File: config.mk
export PLATFORM = sky130hd
export DESIGN_NAME = serial_adder
export DESIGN_NICKNAME = d
export VERILOG_FILES = /design/src/rtl/serial_adder.sv
export SDC_FILE = /design/constraint.sdc
export NUM_CORES = 1
export LEC_CHECK = 0
export ABC_AREA = 1
export CORE_ASPECT_RATIO = 1.4
export CORE_UTILIZATION = 35
export DETAILED_ROUTE_END_ITERATION = 6
export PLACE_DENSITY = 0.63
export SYNTH_ARGS = -nofsm -noshare
export SYNTH_HDL_FRONTEND = slang
export SYNTH_SLANG_ARGS = --single-unit
File: constraint.sdc
create_clock -name clk -period 1.7 [get_ports clk]
set_input_delay 0.255 -clock clk [delete_from_list [all_inputs] [get_ports clk]]
set_output_delay 0.255 -clock clk [all_outputs]
set_load 0.1 [all_outputs]
File: src/rtl/serial_adder.sv
// Bit-serial WIDTH-bit adder: one full-adder slice processes a bit per clock, LSB first,
// with a registered carry, returning a parallel sum/cout alongside a one-cycle done pulse.
module serial_adder #(
  parameter int unsigned WIDTH = 8
) (
  input  logic             clk,
  input  logic             rst_n,
  input  logic             start,
  input  logic [WIDTH-1:0] a,
  input  logic [WIDTH-1:0] b,
  input  logic             cin,
  output logic             busy,
  output logic             done,
  output logic [WIDTH-1:0] sum,
  output logic             cout
);

  localparam int unsigned CntW = (WIDTH > 1) ? $clog2(WIDTH) : 1;

  typedef enum logic [1:0] {
    StIdle,
    StRun,
    StDone
  } state_e;

  state_e state_q, state_d;

  logic [WIDTH-1:0] a_q, a_d;
  logic [WIDTH-1:0] b_q, b_d;
  logic [WIDTH-1:0] sum_q, sum_d;
  logic             carry_q, carry_d;
  logic             cout_q, cout_d;
  logic [CntW-1:0]  cnt_q, cnt_d;

  logic accept;
  logic last_bit;

  // Full-adder bit slice operating on the bit selected by the counter.
  logic fa_a, fa_b, fa_cin, fa_s, fa_cout;

  assign fa_a    = a_q[cnt_q];
  assign fa_b    = b_q[cnt_q];
  assign fa_cin  = carry_q;
  assign fa_s    = fa_a ^ fa_b ^ fa_cin;
  assign fa_cout = (fa_a & fa_b) | (fa_cin & (fa_a ^ fa_b));

  // A new request is taken in IDLE or DONE; a start during RUN is dropped.
  assign accept   = start && (state_q != StRun);
  assign last_bit = (cnt_q == CntW'(WIDTH - 1));

  // State register
  always_ff @(posedge clk or negedge rst_n) begin
    if (!rst_n) begin
      state_q <= StIdle;
    end else begin
      state_q <= state_d;
    end
  end

  // Next-state logic
  always_comb begin
    state_d = state_q;
    unique case (state_q)
      StIdle: begin
        if (start) state_d = StRun;
      end
      StRun: begin
        if (last_bit) state_d = StDone;
      end
      StDone: begin
        state_d = start ? StRun : StIdle;
      end
      default: state_d = StIdle;
    endcase
  end

  // Output logic
  always_comb begin
    busy = 1'b0;
    done = 1'b0;
    unique case (state_q)
      StIdle:  ;
      StRun:   busy = 1'b1;
      StDone:  done = 1'b1;
      default: ;
    endcase
  end

  assign sum  = sum_q;
  assign cout = cout_q;

  // Datapath next-state: load on accept, otherwise shift one bit through the slice in RUN.
  always_comb begin
    a_d     = a_q;
    b_d     = b_q;
    sum_d   = sum_q;
    carry_d = carry_q;
    cout_d  = cout_q;
    cnt_d   = cnt_q;
    if (accept) begin
      a_d     = a;
      b_d     = b;
      carry_d = cin;
      cnt_d   = '0;
    end else if (state_q == StRun) begin
      sum_d[cnt_q] = fa_s;
      carry_d      = fa_cout;
      if (last_bit) begin
        cout_d = fa_cout;
      end else begin
        cnt_d = cnt_q + CntW'(1);
      end
    end
  end

  always_ff @(posedge clk or negedge rst_n) begin
    if (!rst_n) begin
      a_q     <= '0;
      b_q     <= '0;
      sum_q   <= '0;
      carry_q <= 1'b0;
      cout_q  <= 1'b0;
      cnt_q   <= '0;
    end else begin
      a_q     <= a_d;
      b_q     <= b_d;
      sum_q   <= sum_d;
      carry_q <= carry_d;
      cout_q  <= cout_d;
      cnt_q   <= cnt_d;
    end
  end

endmodule

# Word-level counts from Yosys, hierarchy flattened
# Cells that the tools add are included.
# Widths: inputs -> output; s select.
# totals
in_bits	20
reg_bits	31
output_inout_bits	11
# op_classes
order_cmp	2
bitwise	6
n_mux	18
n_eq_ne	7
reduce_logical	8
n_addsub	1
# ops
cell	n
$mux 3	3
$bwmux 8	1
$mux 1	8
$bmux 1 s3	2
$ne 2x2->1 const B	3
$pmux 2 s3	1
$reduce_and 2->1	3
$lt 3x4->1 const B	1
$mux 2	2
$add 3x1->3 const B	1
$demux 1 s3	1
$eq 3x3->1 const B	1
$ge 3x1->1 const B	1
$reduce_and 3->1	1
$and 1x1->1	2
$eq 2x1->1 const B	1
$eq 2x2->1 const B	1
$logic_and 1x1->1	2
$logic_not 2->1	1
$ne 2x1->1 const B	1
$reduce_bool 2->1	1
$xor 1x1->1	2
$not 1->1	1
$or 1x1->1	1

# Logic depth before layout (Yosys ltp)
# Gate-level depths: netlist (run 1).
# logic_depth
ltp_word	7
depth_mapped	10

# Least setup slack after synthesis (run 1)
# OpenSTA, ideal clock, no wires.
# synth_timing
path_type	reg-to-output
start	reg state_q[0]
end	out done
path_slack_ns	-0.206
required_ns	1.445
n_path_buf	0
path_stages_with_launch	2
t_arrival_ns	1.651
path_cell_list	dfrtp_1 -> nor2_1
# synth_between
elab_chain_len	2
# synth_rtl
item	line	source
start: declaration	26	state_e state_q, state_d;
start signal: assignment	54	state_q <= StIdle;
start signal: assignment	56	state_q <= state_d;
$eq 2x2->1	81	unique case (state_q)
$mux 1	81	
end: declaration	13	output logic done,
# Every way passes these cells.

# Final worst setup path (run 1)
# layout_timing
start	reg cnt_q[0]
end	reg sum_q[5] (netlist: sum[5])
# layout_between
elab_chain_len	5
# layout_rtl
item	line	source
start: declaration	33	logic [CntW-1:0] cnt_q, cnt_d;
start signal: assignment	130	cnt_q <= cnt_d;
$bmux 1 s3 (on tied branches)	41, 42	
$mux 1 (on tied branches)	41, 42	
$xor 1x1->1 * (2 in a row)	44	assign fa_s = fa_a ^ fa_b ^ fa_cin;
named net fa_s	39	logic fa_a, fa_b, fa_cin, fa_s, fa_cout;
$bwmux 8 *	106	sum_d[cnt_q] = fa_s;
end signal: assignment	127	sum_q <= sum_d;
end: declaration	30	logic [WIDTH-1:0] sum_q, sum_d;
# Mark *: on every way through the listed nets, which the timed path passes. The rest lies on a longest branch. The select of a mux whose other input is x is not followed.
# A chain may end at the register's enable or synchronous reset.

==> run_results.csv, run 1 <==
group,metric,value,unit
layout,fill_cells,362,
floorplanning,initial_utilization,0.368,
global_routing,grt_pass1_wl,5360,um
floorplanning,core-area,3950,um2
layout,fin_nets,261,
drt,wl_per_cell,10.3,um
floorplanning,rows,27,
placement,gp_congestion,0.772,
timing,tightest_slew,0.377,ns
worst_setup_path,path_class,"reg -> reg",
timing,setup_viol,8,
layout,n_antenna_cell,0,
drt,drt_iter0_drc,20,
clock_tree,insertion_delay,0.28,ns
worst_setup_path,startpoint_type,"flip-flop",
timing,finalClockSkew,0.00306,ns
timing,hold_violations,0,
worst_setup_path,worstPathArrival,2.03,ns
yosys,synth_ff_type,"dfrtp_1",
timing,hold_slack,0.360,ns
run_status,failed_checks,"setup timing",
floorplanning,io_pins,31,
layout,area_growth,50.1,%
drt,dr.pass1.iters,4,
drt,drt-vias-per-instance,4.60,
yosys,synthesis.area,1460,um2
placement,post-place-cells,270,
worst_setup_path,worstReg2RegEnd,"sum[5]",
clock_tree,cts_tree,"built",
worst_setup_path,r2r_slack,-0.11,ns
clock_tree,tritoncts.num_buffers,5,
worst_setup_path,endpoint_kind,"flip-flop",
floorplanning,fp.dieH,78.3,um
yosys,yosysSeqAreaShare,0.533,
worst_setup_path,critPathMaxFanout,5,
layout,final_cell_mix,"nand2_1 (93), dfrtp_1 (30), clkdlybuf4s50_1 (19)",
timing,report.final.slew_viol_count,0,
clock_tree,clkSlewWorstSetupHoldPaths,0.06,ns
global_routing,grt_max_degree,32,
layout,final_layout_size_suffix_gt1_frac,0.230,
drt,drtAntennaViolNets,0,
timing,min_period,1.81,ns
run,drv_cap,0,
layout,regArea,777,um2
clock_tree,clk_path_buf_depth,2,
layout,final_common_cell,"nand2_1",
timing,rsz0062_at_grt,"yes",
worst_setup_path,r2r_start,"cnt_q[0]",
layout,final_cell_count_no_fill,282,
drt,wl,2890,um
yosys,synthCells,189,
run_status,status,"complete, but fails checks",
placement,place.detailed.hpwl,2130,um
global_routing,grt_overflow,0,
global_routing,grt_pass1_vias,1279,
clock_tree,cts-htree-levels,2,
yosys,synth_async_sr_flop_share,1.00,
global_routing,antenna_found_initial,0,
hold_path,hp-class,"in -> async",
clock_tree,cts_root_buffer,"clkbuf_8",
placement,place_worst_setup_slack,-0.134,ns
global_routing,grt_use_total,0.156,
yosys,synth_area_leaders,"dfrtp_1 (53%), nand2_1 (26%), o21ai_0 (4.1%), inv_1 (3.9%), ha_1 (1.7%)",
clock_tree,cts_sinks,31,
drt,drc,0,
floorplanning,dieArea,4420,um2
yosys,post-synth-top-area-cell,"dfrtp_1",
yosys,yosys.area.top_type_share,0.533,
timing,finalWorstSetupSlack,-0.112,ns
yosys,yosysUniqueCellTypes,14,
floorplanning,die_w,56.5,um
timing,slew_headroom,0.749,
yosys,synth_edf_count,0,
yosys,synth_warnings,0,
layout,multiInputGateArea,627,um2
yosys,syn_avg_cell_area,7.70,um2
worst_setup_path,reg2regPathDepth,10,
yosys,synth_nets,212,
placement,port-buffer-count,30,
worst_setup_path,cp.required,1.92,ns
drt,dr_total_vias,1296,
timing,period_share,1.07,
yosys,ys_ff_latch,31,
timing,max_freq,552,MHz
-- how the worst max path moves through the flow --
stage / depth (start not counted) / end / from / slack [ns]
2_1_floorplan: 10 / sum[1] / cnt_q[0] / 0.001
3_3_place_gp: 9 / sum[1] / cnt_q[0] / -0.06
3_5_place_dp: 9 / sum[1] / cnt_q[0] / -0.13
4_1_cts: 11 / sum[4] / cnt_q[0] / -0.06
5_1_grt: 10 / sum[5] / cnt_q[0] / -0.23
6_report: 10 / sum[5] / cnt_q[0] / -0.11
-- cell families (layout without fill, tap and decap cells) --
kind of cell / Yosys count / count (layout) / synth area share
adders and majority gates: 3 / 3 / 0.0310
DFF: 31 / 31 / 0.533
buffers and inverters: 22 / 72 / 0.0653
and+or+nand+nor: 116 / 116 / 0.312
AOI/OAI and AO/OA: 17 / 17 / 0.0585
-- flip-flops by register name, indices dropped and copies added (netlist names) --
register  flops
a_q           8
b_q           8
sum           8
cnt_q         3
state_q       2
carry_q       1
cout          1
-- cells in the mapped netlist, types with 2 or more instances --
| cell | n |
|---|---|
| nand4_1 | 3 |
| inv_2 | 3 |
| inv_1 | 15 |
| nor2_1 | 6 |
| nand3_1 | 5 |
| buf_4 | 3 |
| dfrtp_1 | 31 |
| nand2_2 | 2 |
| ha_1 | 2 |
| o21ai_1 | 5 |
| o21ai_0 | 12 |
| nand2_1 | 100 |
-- per-layer routing --
layer | track usage | wire length, um | part of all wire | vias up
li1 | - | - | - | 681
met3 | 0.0412 | 110 | 0.038 | 8
met2 | 0.267 | 1560 | 0.54 | 32
met4 | 0.0829 | 94 | 0.032 | 0
met1 | 0.175 | 1130 | 0.39 | 575
met5 | 0 | 0 | 0 | -
-- cell type report --
class | instances | share of cell area
repair inverters | 1 | 0.00286
clock buffers | 8 | 0.0458
multi-input cells | 136 | 0.287
well taps | 43 | 0.0246
inverters | 18 | 0.0355
repair buffers | 45 | 0.249
flip-flops and latches | 31 | 0.356
-- through the flow --
stage	instance area (um2)	utilization	setup TNS (ns)
after CTS	2150	0.544	-0.420
after detailed placement	1990	0.502	-0.636
after global placement	1990	0.502	-0.252
after global routing	2180	0.553	-1.59
final	2180	0.553	-0.715
after floorplan	1460	-	0
-- critical path, stage by stage (launching register included) --
cell and delay [ns]:
dfrtp_2 0.45, buf_12 0.15, inv_8 0.06, nand2_2 0.04, nand3_1 0.08, nand2_1 0.05
inv_1 0.07, nand2_2 0.06, fa_2 0.59, nand4_1 0.12, nand2_1 0.08
-- what timing repair did --
action / 4_1_cts / 5_1_grt
endpoints found under the setup margin: 8 / 10
hold buffers: 0 / 0
gates resized for setup: 14 / 11
buffers inserted: 3 / 0
pin swaps: 15 / 8
cloned: 1 / 0
Power of run 1 is not shown: default switching activity piles up to over one toggle a cycle in this logic, so the estimate is an artifact.
==> inputs of run 2 (changes only) <==
--- a/config.mk
+++ b/config.mk
@@ -7,9 +7,9 @@
 export LEC_CHECK = 0
 export ABC_AREA = 1
 export CORE_ASPECT_RATIO = 1.4
-export CORE_UTILIZATION = 35
+export CORE_UTILIZATION = 40
 export DETAILED_ROUTE_END_ITERATION = 6
-export PLACE_DENSITY = 0.63
+export PLACE_DENSITY = 0.7
 export SYNTH_ARGS = -nofsm -noshare
 export SYNTH_HDL_FRONTEND = slang
 export SYNTH_SLANG_ARGS = --single-unit
==> run 2 against run 1 <==
- the flow still finishes with violations (setup timing)
- wire length rose by 5.5%
- utilization rose by 8.7 points
- register-to-register slack about the same
- via count up 1.5%
- worst hold slack lost 0.0047 ns
- sequential cell count unchanged
- global-route usage grew 3.8 points
- clock-buffer cell count is 1 lower
- critical path depth unchanged
- critical path type unchanged
==> run_results.csv, run 2 (synthesized netlist as in run 1, its figures left out) <==
group,metric,value,unit
timing,setup_viol,8,
worst_setup_path,cp.required,1.87,ns
floorplanning,io_pins,31,
global_routing,grt_overflow,0,
timing,finalWorstSetupSlack,-0.102,ns
worst_setup_path,endpoint_kind,"flip-flop",
placement,post-place-cells,267,
worst_setup_path,critical-path-slowest-cell,"fa_2",
run_status,status,"complete, but fails checks",
drt,drt_iter0_drc,32,
drt,wl_per_cell,10.9,um
global_routing,grt_max_degree,32,
layout,regArea,778,um2
worst_setup_path,r2r_start,"cnt_q[0]",
clock_tree,tritoncts.num_buffers,5,
drt,drtAntennaViolNets,0,
layout,final_common_cell,"nand2_1",
worst_setup_path,r2r_slack,-0.10,ns
clock_tree,cts_tree,"built",
floorplanning,initial_utilization,0.427,
layout,multiInputGateArea,633,um2
run,drv_cap,0,
clock_tree,cts_sinks,31,
timing,finalClockSkew,0.00515,ns
drt,wl,3050,um
floorplanning,fp.dieH,73.4,um
clock_tree,clk_path_buf_depth,2,
worst_setup_path,cpLargestDelayFamily,"simple AND/OR/NAND/NOR gates",
timing,min_period,1.80,ns
global_routing,grt_pass1_vias,1316,
timing,hold_violations,0,
layout,final_layout_size_suffix_gt1_frac,0.238,
floorplanning,dieArea,3890,um2
clock_tree,cts_hold_buffers,0,
timing,report.final.slew_viol_count,0,
hold_path,hp-class,"in -> async",
timing,hold_slack,0.355,ns
worst_setup_path,reg2regPathDepth,10,
clock_tree,cts_root_buffer,"clkbuf_8",
worst_setup_path,path_class,"reg -> reg",
worst_setup_path,critPathBufInv,3,
timing,tightest_slew,0.383,ns
clock_tree,clkSlewWorstSetupHoldPaths,0.06,ns
layout,area_growth,49.8,%
placement,port-buffer-count,30,
drt,dr.pass1.iters,4,
layout,fin_nets,262,
layout,fill_cells,284,
global_routing,grt_pass1_wl,5360,um
layout,utilization,0.639,
layout,final_cell_count_no_fill,279,
worst_setup_path,cp_common_cell,"nand2_2",
floorplanning,core-area,3410,um2
global_routing,antenna_found_initial,0,
drt,dr_total_vias,1316,
clock_tree,cts-htree-levels,2,
worst_setup_path,critPathMaxFanout,4,
floorplanning,rows,25,
global_routing,grt_use_total,0.194,
clock_tree,insertion_delay,0.28,ns
timing,period_share,1.06,
worst_setup_path,startpoint_type,"flip-flop",
drt,drc,0,
layout,n_antenna_cell,0,
placement,place.detailed.hpwl,2230,um
layout,final_cell_mix,"nand2_1 (91), dfrtp_1 (29), clkdlybuf4s50_1 (19)",
placement,place_worst_setup_slack,-0.129,ns
worst_setup_path,slowest_delay,0.47,ns
placement,gp_congestion,0.801,
timing,rsz0062_at_grt,"yes",
worst_setup_path,worstReg2RegEnd,"sum[5]",
drt,drt-vias-per-instance,4.72,
worst_setup_path,crit_chain,"buf_12 -> buf_8 -> nand2_4 -> nand3_2 -> nand2_2 -> inv_2 -> nand2_2 -> fa_2 -> nand4_1 -> nand2_1",
timing,max_freq,555,MHz
run_status,failed_checks,"setup timing",
floorplanning,die_w,53.0,um
timing,slew_headroom,0.745,
worst_setup_path,worstPathArrival,1.97,ns
run 2: changes by cell type in the layout (fill, tap and decap cells not counted), moves of 2 or more:
cell      change
clkbuf_8      -2
inv_2         +2
inv_4         -2
nand2_1       -2
o21ai_1       +3
o21ai_2       -3
run 2: layer usage:
layer,GRT usage,vias to the layer above,part of all wire
li1,-,677,-
met1,0.195,604,0.39
met2,0.340,27,0.55
met3,0.0559,8,0.031
met4,0.123,0,0.027
met5,0,-,0
run 2: worst register-to-register path: cells and delay by family (launching register included):
family,cells,cell delay (ns)
adder cells (fa/ha/maj),1,0.47
buffers and inverters,3,0.31
flip-flops,1,0.44
AND/OR/NAND/NOR,6,0.48
run 2: repair_timing:
item | CTS | global route
setup endpoints to repair | 8 | 8
resized for setup | 20 | 11
cloned | 1 | 0
buffers inserted | 4 | 0
pin swaps | 16 | 11
run 2: how the worst max path moves through the flow:
stage / start / end / cells past startpoint
floorplan: cnt_q[0] / sum[1] / 10
global placement: cnt_q[0] / sum[1] / 9
detailed placement: cnt_q[0] / sum[0] / 9
CTS: cnt_q[0] / sum[5] / 10
global route: cnt_q[0] / sum[5] / 10
finish: cnt_q[0] / sum[5] / 10
run 2: cell type report:
type / instances / area share
repair buffers: 46 / 0.256
flip-flops and latches: 31 / 0.357
multi-input cells: 136 / 0.290
repair inverters: 1 / 0.00402
well taps: 40 / 0.0230
inverters: 18 / 0.0344
clock buffers: 7 / 0.0350
run 2: per-stage QoR:
step | area [um2] | TNS (ns)
6_report | 2180 | -0.670
5_1_grt | 2180 | -1.19
4_1_cts | 2150 | -0.350
3_5_place_dp | 1980 | -0.790
3_3_place_gp | 1980 | -0.220
2_1_floorplan | 1460 | 0
Power of run 2 is left out for the same reason.
